===== src/rtl/load_store_unit_if.sv =====
// Data-bus bundle between the load/store unit (master) and the data memory
// or interconnect (slave). The bus uses a simple valid/ack handshake.
interface load_store_unit_if;
   logic        bus_req;
   logic        bus_we;
   logic [31:0] bus_addr;
   logic [31:0] bus_wdata;
   logic [3:0]  bus_be;
   logic        bus_ack;
   logic [31:0] bus_rdata;

   modport master (
      output bus_req, bus_we, bus_addr, bus_wdata, bus_be,
      input  bus_ack, bus_rdata
   );

   modport slave (
      input  bus_req, bus_we, bus_addr, bus_wdata, bus_be,
      output bus_ack, bus_rdata
   );
endinterface


===== src/rtl/load_store_unit.sv =====
// Data-side load/store unit: checks size and alignment, runs one valid/ack bus
// access with byte lanes and a wait-state timeout, and returns extended load data.
module load_store_unit #(
   parameter int unsigned TIMEOUT_CYCLES = 256
) (
   input  logic              clk,
   input  logic              reset,
   input  logic              req_valid,
   input  logic              req_we,
   input  logic [2:0]        req_funct3,
   input  logic [31:0]       req_addr,
   input  logic [31:0]       req_wdata,
   output logic              stall,
   output logic              resp_valid,
   output logic [31:0]       resp_rdata,
   output logic [1:0]        resp_err,
   load_store_unit_if.master bus
);

   // state | meaning
   // IDLE  | no access in flight; a valid request is decoded and accepted here
   // BUS   | bus_req high, waiting for bus_ack or the timeout
   // DONE  | one-cycle resp_valid; the core is released
   localparam logic [1:0] IDLE = 2'd0;
   localparam logic [1:0] BUS  = 2'd1;
   localparam logic [1:0] DONE = 2'd2;

   localparam logic [1:0] ERR_OK      = 2'b00;
   localparam logic [1:0] ERR_ALIGN   = 2'b01;
   localparam logic [1:0] ERR_FUNCT3  = 2'b10;
   localparam logic [1:0] ERR_TIMEOUT = 2'b11;

   localparam logic [15:0] CNT_LAST = 16'(TIMEOUT_CYCLES - 1);

   logic [1:0]  state;
   logic [15:0] wait_cnt;
   logic [2:0]  funct3_q;
   logic [1:0]  lane_q;

   logic        funct3_legal;
   logic        misaligned;
   logic [3:0]  be_calc;
   logic [31:0] wdata_calc;
   logic [31:0] lane_data;
   logic [31:0] load_data;

   assign stall      = req_valid && (state != DONE);
   assign resp_valid = (state == DONE);

   always_comb begin
      funct3_legal = 1'b0;
      case (req_funct3)
         3'b000, 3'b001, 3'b010: funct3_legal = 1'b1;
         3'b100, 3'b101:         funct3_legal = !req_we;
         default:                funct3_legal = 1'b0;
      endcase

      misaligned = ((req_funct3[1:0] == 2'b01) && req_addr[0]) ||
                   ((req_funct3[1:0] == 2'b10) && (req_addr[1:0] != 2'b00));

      case (req_funct3[1:0])
         2'b00: begin
            be_calc    = 4'b0001 << req_addr[1:0];
            wdata_calc = {4{req_wdata[7:0]}};
         end
         2'b01: begin
            be_calc    = req_addr[1] ? 4'b1100 : 4'b0011;
            wdata_calc = {2{req_wdata[15:0]}};
         end
         default: begin
            be_calc    = 4'b1111;
            wdata_calc = req_wdata;
         end
      endcase
   end

   // Read data is shifted down from the byte lane latched at accept time.
   always_comb begin
      lane_data = bus.bus_rdata >> {lane_q, 3'b000};
      case (funct3_q)
         3'b000:  load_data = {{24{lane_data[7]}}, lane_data[7:0]};
         3'b001:  load_data = {{16{lane_data[15]}}, lane_data[15:0]};
         3'b100:  load_data = {24'h000000, lane_data[7:0]};
         3'b101:  load_data = {16'h0000, lane_data[15:0]};
         default: load_data = bus.bus_rdata;
      endcase
   end

   always_ff @(posedge clk or negedge reset) begin
      if (!reset) begin
         state         <= IDLE;
         wait_cnt      <= 16'h0000;
         funct3_q      <= 3'b000;
         lane_q        <= 2'b00;
         resp_rdata    <= 32'h0000_0000;
         resp_err      <= ERR_OK;
         bus.bus_req   <= 1'b0;
         bus.bus_we    <= 1'b0;
         bus.bus_addr  <= 32'h0000_0000;
         bus.bus_wdata <= 32'h0000_0000;
         bus.bus_be    <= 4'b0000;
      end else begin
         case (state)
            IDLE: begin
               if (req_valid) begin
                  funct3_q <= req_funct3;
                  lane_q   <= req_addr[1:0];
                  if (!funct3_legal) begin
                     state      <= DONE;
                     resp_err   <= ERR_FUNCT3;
                     resp_rdata <= 32'h0000_0000;
                  end else if (misaligned) begin
                     state      <= DONE;
                     resp_err   <= ERR_ALIGN;
                     resp_rdata <= 32'h0000_0000;
                  end else begin
                     state         <= BUS;
                     wait_cnt      <= 16'h0000;
                     bus.bus_req   <= 1'b1;
                     bus.bus_we    <= req_we;
                     bus.bus_addr  <= {req_addr[31:2], 2'b00};
                     bus.bus_be    <= be_calc;
                     bus.bus_wdata <= wdata_calc;
                  end
               end
            end
            BUS: begin
               // An ack in the expiry cycle still completes the access normally.
               if (bus.bus_ack) begin
                  state       <= DONE;
                  bus.bus_req <= 1'b0;
                  resp_err    <= ERR_OK;
                  resp_rdata  <= bus.bus_we ? 32'h0000_0000 : load_data;
               end else if (wait_cnt == CNT_LAST) begin
                  state       <= DONE;
                  bus.bus_req <= 1'b0;
                  resp_err    <= ERR_TIMEOUT;
                  resp_rdata  <= 32'h0000_0000;
               end else begin
                  wait_cnt <= wait_cnt + 16'h0001;
               end
            end
            DONE:    state <= IDLE;
            default: state <= IDLE;
         endcase
      end
   end

endmodule


===== src/flat_wrapper.sv =====
// flat-port wrapper written by rule: the top's interface ports become plain ports
module load_store_unit_flat 
#(
   parameter int unsigned TIMEOUT_CYCLES = 256
)
  (clk, reset, req_valid, req_we, req_funct3, req_addr, req_wdata, stall, resp_valid, resp_rdata, resp_err, bus_bus_req, bus_bus_we, bus_bus_addr, bus_bus_wdata, bus_bus_be, bus_bus_ack, bus_bus_rdata);
  load_store_unit_if bus_i ();
  input  logic clk;
  input  logic reset;
  input  logic req_valid;
  input  logic req_we;
  input  logic [2:0] req_funct3;
  input  logic [31:0] req_addr;
  input  logic [31:0] req_wdata;
  output logic stall;
  output logic resp_valid;
  output logic [31:0] resp_rdata;
  output logic [1:0] resp_err;
  output wire logic [$bits(bus_i.bus_req)-1:0] bus_bus_req;
  output wire logic [$bits(bus_i.bus_we)-1:0] bus_bus_we;
  output wire logic [$bits(bus_i.bus_addr)-1:0] bus_bus_addr;
  output wire logic [$bits(bus_i.bus_wdata)-1:0] bus_bus_wdata;
  output wire logic [$bits(bus_i.bus_be)-1:0] bus_bus_be;
  input wire logic [$bits(bus_i.bus_ack)-1:0] bus_bus_ack;
  input wire logic [$bits(bus_i.bus_rdata)-1:0] bus_bus_rdata;
  assign bus_bus_req = bus_i.bus_req;
  assign bus_bus_we = bus_i.bus_we;
  assign bus_bus_addr = bus_i.bus_addr;
  assign bus_bus_wdata = bus_i.bus_wdata;
  assign bus_bus_be = bus_i.bus_be;
  assign bus_i.bus_ack = bus_bus_ack;
  assign bus_i.bus_rdata = bus_bus_rdata;
  load_store_unit #(.TIMEOUT_CYCLES(TIMEOUT_CYCLES)) u_core (.clk(clk), .reset(reset), .req_valid(req_valid), .req_we(req_we), .req_funct3(req_funct3), .req_addr(req_addr), .req_wdata(req_wdata), .stall(stall), .resp_valid(resp_valid), .resp_rdata(resp_rdata), .resp_err(resp_err), .bus(bus_i));
endmodule

===== config.mk =====
export PLATFORM = sky130hd
export DESIGN_NAME = load_store_unit_flat
export DESIGN_NICKNAME = d
export VERILOG_FILES = /design/src/rtl/load_store_unit_if.sv /design/src/rtl/load_store_unit.sv /design/src/flat_wrapper.sv
export SDC_FILE = /design/constraint.sdc
export NUM_CORES = 1
export LEC_CHECK = 0
export ABC_CLOCK_PERIOD_IN_PS = 5200
export CAP_MARGIN = 20
export CORE_UTILIZATION = 35
export DETAILED_ROUTE_END_ITERATION = 8
export PLACE_DENSITY_LB_ADDON = 0.08
export SLEW_MARGIN = 10
export SYNTH_ARGS = -nofsm -noshare
export SYNTH_HDL_FRONTEND = slang
export SYNTH_SLANG_ARGS = --single-unit

===== constraint.sdc =====
create_clock -name clk -period 5.2 [get_ports clk]
set_input_delay 1.04 -clock clk [delete_from_list [all_inputs] [get_ports clk]]
set_output_delay 1.04 -clock clk [all_outputs]
set_load 0.02 [all_outputs]

==> results of run 1 <==
==> power breakdown <==
part / internal, mW / leakage [nW] / switching (mW)
sequential: 1.25 / 1.61 / 0.227
combinational: 0.726 / 1.97 / 0.796
clock: 0.886 / 0.315 / 0.437
==> cells in the mapped netlist (2+ instances only) <==
library cell	n
o31ai_1	3
nand2_1	175
nor4_1	2
o21a_1	6
a21oi_1	27
buf_1	9
buf_4	2
nor3_1	3
dfrtp_1	125
and3_1	11
a31oi_1	4
mux2i_1	36
nor2_1	20
mux2_2	7
o21ai_0	58
inv_1	6
o41a_1	2
xor2_1	2
or3_1	5
nand3_1	3
nand4_1	4
o211ai_1	9
o21bai_1	2
nand2b_1	9
or4_1	3
o2bb2ai_1	24
nor3b_2	2
clkbuf_1	27
a221o_1	8
and4_1	2
nor2b_1	6
==> metrics by stage <==
| stage | hold slack (ns) | util [%] |
|---|---|---|
| 3_5_place_dp | 0.464 | 49.5 |
| 2_1_floorplan | 0.474 | - |
| 4_1_cts | 0.478 | 53.5 |
| 3_3_place_gp | 0.458 | 49.5 |
| 6_report | 0.473 | 53.7 |
| 5_1_grt | 0.498 | 53.7 |
==> critical path: cells and delay by family <==
family,cells,cell delay [ns]
and+or+nand+nor,1,0.15
buffers and inverters,2,1.15
==> path summary, 6_finish.rpt <==
path	start	end	cells after the start
worst max-delay path	req_valid	stall	3
worst min-delay path	u_core.bus.bus_wdata[2]$_DFFE_PN0P_	u_core.bus.bus_wdata[2]$_DFFE_PN0P_	2
worst max register to register	u_core.wait_cnt[12]$_DFFE_PN0P_	u_core.resp_rdata[13]$_DFFE_PN0P_	5
worst min register to register	u_core.bus.bus_wdata[2]$_DFFE_PN0P_	u_core.bus.bus_wdata[2]$_DFFE_PN0P_	2
max in group asynchronous	reset	u_core.wait_cnt[2]$_DFFE_PN0P_	2
min in group asynchronous	reset	u_core.wait_cnt[11]$_DFFE_PN0P_	1
==> cell type report <==
| class | count | area, µm² | area share, % |
|---|---|---|---|
| Clock inverter | 11 | 188 | 2.12 |
| Multi-Input combinational cell | 448 | 2600 | 29.3 |
| Sequential cell | 125 | 3130 | 35.3 |
| Clock buffer | 21 | 470 | 5.32 |
| Tap cell | 220 | 275 | 3.11 |
| Timing Repair Buffer | 217 | 2170 | 24.5 |
| Inverter | 6 | 22.5 | 0.254 |
==> registers in the layout, indices dropped and copies added, names as in the netlist <==
name,flops
u_core.bus.bus_addr,30
u_core.resp_rdata,32
u_core.resp_err,2
u_core.funct3_q,3
u_core.bus.bus_req,1
u_core.bus.bus_be,4
u_core.state,2
u_core.bus.bus_we,1
u_core.wait_cnt,16
u_core.lane_q,2
u_core.bus.bus_wdata,32
==> per-layer routing <==
metal  wire length [µm]  vias up  share of wire [%]  track usage [%]
met2               7960      156                 46             31.7
met5                  0        -                  0                0
met4                221        0                1.3             6.85
li1                   -     2548                  -                -
met1               7940     2564                 46             28.5
met3               1210       18                7.0             6.67
==> cell families (layout without fill, tap and decap cells) <==
group                      count (synthesis)  after routing  share of synthesized area [%]
xor gates and xnor gates                   3              3                          0.447
buffers and inverters                     45            255                           3.13
other                                      1              2                         0.0638
and+or+nand+nor                          250            250                           18.8
muxes                                     43             43                           7.47
AOI/OAI and AO/OA                        149            149                           16.7
adders and majority gates                  1              1                          0.213
DFF                                      125            125                           53.2
==> impl_metrics.env, run 1 <==
export IMPL_outcome="finished, final reports clean"
export IMPL_initial_core_util_pct=35.7
export IMPL_synth_seq_cells=125
export IMPL_tns_ns=0
export IMPL_tightest_slew_ns=0.909
export IMPL_crit_fanout=3
export IMPL_syn_inst=617
export IMPL_setup_ws_ns=1.82
export IMPL_ys_types=46
export IMPL_synth_top_area_share_pct=53.2
export IMPL_vdd_drop_max_mv=0.268
export IMPL_clock_skew_ns=0.00692
export IMPL_r2r_slack_ns=2.57
export IMPL_core_mm2=0.0165
export IMPL_grt_max_degree=56
export IMPL_path_cells="clkdlybuf4s50_1 -> nor2b_1 -> clkdlybuf4s50_1"
export IMPL_layout_drive_gt1_share_pct=6.88
export IMPL_relSlewSlack_pct=39.2
export IMPL_critPathLaunchType="input port"
export IMPL_cp_data_required_time_ns=4.16
export IMPL_gr_total_overflow=0
export IMPL_post_route_period_util_pct=64.9
export IMPL_cp_slowest_stage_delay_ns=0.61
export IMPL_cts_tree="built"
export IMPL_setup_viol=0
export IMPL_grt_pass1_wl_um=28800
export IMPL_synth_cell_area_mm2=0.00588
export IMPL_final_cell_mix="clkdlybuf4s50_1 (206), nand2_1 (175), dfrtp_1 (125), o21ai_0 (58), mux2i_1 (36)"
export IMPL_grt_pass1_vias=5366
export IMPL_dieArea_mm2=0.0173
export IMPL_cts_repair_resized=0
export IMPL_cp_end_kind="primary output"
export IMPL_die_w_um=132
export IMPL_max_freq_mhz=296
export IMPL_antenna_cells=0
export IMPL_dp_cells=1014
export IMPL_drt_iter0_markers=263
export IMPL_grt_util_all_layers_pct=21.0
export IMPL_cp_arrival_ns=2.34
export IMPL_yosysTopAreaCell="dfrtp_1"
export IMPL_period_needed_ns=3.38
export IMPL_root_buffer="clkbuf_16"
export IMPL_postSynth_asyncResetShare_pct=100
export IMPL_hpwl_um=12200
export IMPL_finalNetCount=920
export IMPL_die_h_um=132
export IMPL_power_leakage_nw=3.90
export IMPL_dpl_worst_slack_ns=1.54
export IMPL_antenna_found_initial=0
export IMPL_drv_cap=0
export IMPL_portBuffers=207
export IMPL_dr_total_vias=5286
export IMPL_slew_violations=0
export IMPL_final_cells=1048
export IMPL_critPathKind="input port to primary output"
export IMPL_drtAntennaViolNets=0
export IMPL_hp_class="register to register"
export IMPL_clk_latency_ns=0.42
export IMPL_synth_area_top_cells="dfrtp_1 (53%), nand2_1 (11%), mux2i_1 (6.1%), o21ai_0 (4.9%), o2bb2ai_1 (3.6%)"
export IMPL_crit_top_cell="clkdlybuf4s50_1"
export IMPL_synth_seq_area_share_pct=53.2
export IMPL_drc=0
export IMPL_final_cell_area_mm2=0.00885
export IMPL_routabilityCongestion=0.824
export IMPL_area_growth_syn_to_layout_pct=50.6
export IMPL_htree_levels=4
export IMPL_postCtsHoldBufs=0
export IMPL_numCtsBuffers=17
export IMPL_via_per_inst=5.04
export IMPL_rsz0062_at_grt="no"
export IMPL_fill_cells=1496
export IMPL_clk_pin_slew_ns=0.06
export IMPL_finalPower_mw=4.33
export IMPL_synth_edff_count=0
export IMPL_cts_setup_buffers=0
export IMPL_p_per_area_mw_per_mm2=489
export IMPL_clock_path_buffers=2
export IMPL_post_dp_cell_area_mm2=0.00815
export IMPL_syn_avg_cell_area_um2=9.52
export IMPL_final_common_cell="clkdlybuf4s50_1"
export IMPL_synth_warning_count=0
export IMPL_cpMaxStageDelayCell="clkdlybuf4s50_1"
export IMPL_dr_pass1_iters=6
export IMPL_final_hold_viol_count=0
export IMPL_synth_ff_type="dfrtp_1"
export IMPL_num_rows=47
export IMPL_wl_um=17300
export IMPL_wl_per_cell_um=16.5
export IMPL_clock_sinks=125
export IMPL_ios=210
Note: power is estimated with default switching activity, not from simulation.
==> run 2: changes to the inputs <==
--- a/config.mk
+++ b/config.mk
@@ -5,7 +5,7 @@
 export SDC_FILE = /design/constraint.sdc
 export NUM_CORES = 1
 export LEC_CHECK = 0
-export ABC_CLOCK_PERIOD_IN_PS = 5200
+export ABC_CLOCK_PERIOD_IN_PS = 3000
 export CAP_MARGIN = 20
 export CORE_UTILIZATION = 35
 export DETAILED_ROUTE_END_ITERATION = 8
==> constraint.sdc (replaced) <==
create_clock -name clk -period 3 [get_ports clk]
set_input_delay 0.6 -clock clk [delete_from_list [all_inputs] [get_ports clk]]
set_output_delay 0.6 -clock clk [all_outputs]
set_load 0.02 [all_outputs]
==> impl_metrics.env, run 2 (synthesis gave the netlist of run 1 again) <==
export IMPL_outcome="finished, final reports clean"
export IMPL_finalPower_mw=7.36
export IMPL_cp_depth=3
export IMPL_wl_um=17200
export IMPL_cts_tree="built"
export IMPL_gr_total_overflow=0
export IMPL_r2r_slack_ns=0.72
export IMPL_final_cell_mix="clkdlybuf4s50_1 (206), nand2_1 (175), dfrtp_1 (125), o21ai_0 (58), mux2i_1 (36)"
export IMPL_cts_repair_resized=0
export IMPL_final_cell_area_mm2=0.00887
export IMPL_p_per_area_mw_per_mm2=831
export IMPL_cp_arrival_ns=1.89
export IMPL_hold_ws_ns=0.208
export IMPL_cp_end_kind="primary output"
export IMPL_max_freq_mhz=402
export IMPL_slew_violations=0
export IMPL_num_rows=47
export IMPL_critPathKind="input port to primary output"
export IMPL_drtAntennaViolNets=0
export IMPL_clk_pin_slew_ns=0.05
export IMPL_relSlewSlack_pct=44.0
export IMPL_dr_total_vias=5282
export IMPL_grt_util_all_layers_pct=20.8
export IMPL_setup_ws_ns=0.513
export IMPL_ff2ff_path_depth=5
export IMPL_cp_slowest_stage_delay_ns=0.60
export IMPL_layout_drive_gt1_share_pct=7.45
export IMPL_dieArea_mm2=0.0173
export IMPL_clock_path_buffers=2
export IMPL_ios=210
export IMPL_dpl_worst_slack_ns=0.212
export IMPL_clock_skew_ns=0.0110
export IMPL_portBuffers=207
export IMPL_hp_class="input port to async pin"
export IMPL_path_cells="clkdlybuf4s50_1 -> nor2b_1 -> clkdlybuf4s50_1"
export IMPL_grt_pass1_vias=5481
export IMPL_finalNetCount=925
export IMPL_drt_iter0_markers=238
export IMPL_tns_ns=0
export IMPL_dr_pass1_iters=4
export IMPL_clk_latency_ns=0.41
export IMPL_final_hold_viol_count=0
export IMPL_fill_cells=1491
export IMPL_drc=0
export IMPL_grt_pass1_wl_um=28300
export IMPL_post_route_period_util_pct=82.9
export IMPL_final_common_cell="clkdlybuf4s50_1"
export IMPL_wl_per_cell_um=16.4
export IMPL_critPathLaunchType="input port"
export IMPL_cp_data_required_time_ns=2.40
export IMPL_power_leakage_nw=3.92
export IMPL_via_per_inst=5.02
export IMPL_reg_top3="u_core.bus.bus_wdata (32), u_core.resp_rdata (32), u_core.bus.bus_addr (30)"
export IMPL_die_w_um=132
export IMPL_vdd_drop_max_mv=0.450
export IMPL_core_mm2=0.0165
export IMPL_tightest_slew_ns=0.840
export IMPL_cts_setup_buffers=0
export IMPL_root_buffer="clkbuf_16"
export IMPL_postCtsHoldBufs=0
export IMPL_antenna_found_initial=0
export IMPL_setup_viol=0
export IMPL_post_dp_cell_area_mm2=0.00825
export IMPL_crit_top_cell="clkdlybuf4s50_1"
export IMPL_htree_levels=4
export IMPL_fin_util_pct=53.8
export IMPL_multi_input_area_mm2=0.00260
export IMPL_area_growth_syn_to_layout_pct=50.9
export IMPL_grt_max_degree=59
export IMPL_dp_cells=1021
export IMPL_antenna_cells=0
export IMPL_area_sequential_mm2=0.00313
export IMPL_period_needed_ns=2.49
export IMPL_drv_cap=0
export IMPL_cpMaxStageDelayCell="clkdlybuf4s50_1"
export IMPL_hpwl_um=12300
export IMPL_crit_fanout=3
export IMPL_cpLargestDelayFamily="buffers and inverters"
export IMPL_routabilityCongestion=0.828
export IMPL_critPathBufInv=2
export IMPL_initial_core_util_pct=35.7
export IMPL_clock_sinks=125
export IMPL_rsz0062_at_grt="no"
export IMPL_final_cells=1052
export IMPL_numCtsBuffers=17
export IMPL_die_h_um=132
[run 2: layer usage]
metal	wire length (µm)	up-vias	share of wire [%]	global-route usage [%]
met3	1240	22	7.2	6.79
met5	0	-	0	0
met1	7550	2532	44	26.9
met4	319	0	1.9	8.01
met2	8110	165	47	32.2
li1	-	2563	-	-
[run 2: final timing paths]
path                                                             to                                start
worst max-delay path                                          stall                            req_valid
worst min-delay path                u_core.wait_cnt[14]$_DFFE_PN0P_                                reset
min in group clk                u_core.bus.bus_addr[24]$_DFFE_PN0P_  u_core.bus.bus_addr[24]$_DFFE_PN0P_
worst min register to register  u_core.bus.bus_addr[24]$_DFFE_PN0P_  u_core.bus.bus_addr[24]$_DFFE_PN0P_
max in group asynchronous        u_core.bus.bus_addr[5]$_DFFE_PN0P_                                reset
worst max register to register    u_core.resp_rdata[29]$_DFFE_PN0P_      u_core.wait_cnt[12]$_DFFE_PN0P_
[run 2: power by group]
part	leakage, nW	total [mW]	internal [mW]	switching, mW
Sequential	1.61	2.57	2.17	0.394
Clock	0.297	2.14	1.40	0.747
Combinational	2.01	2.66	1.27	1.38
Total	3.92	7.36	4.84	2.52
[run 2: area by class of cell]
class                   count  area share [%]
inverters                   6           0.254
multi-input cells         448            29.3
clock inverters            13            1.95
flip-flops and latches    125            35.3
clock buffers              18            4.95
well taps                 220            3.10
repair buffers            222            25.2
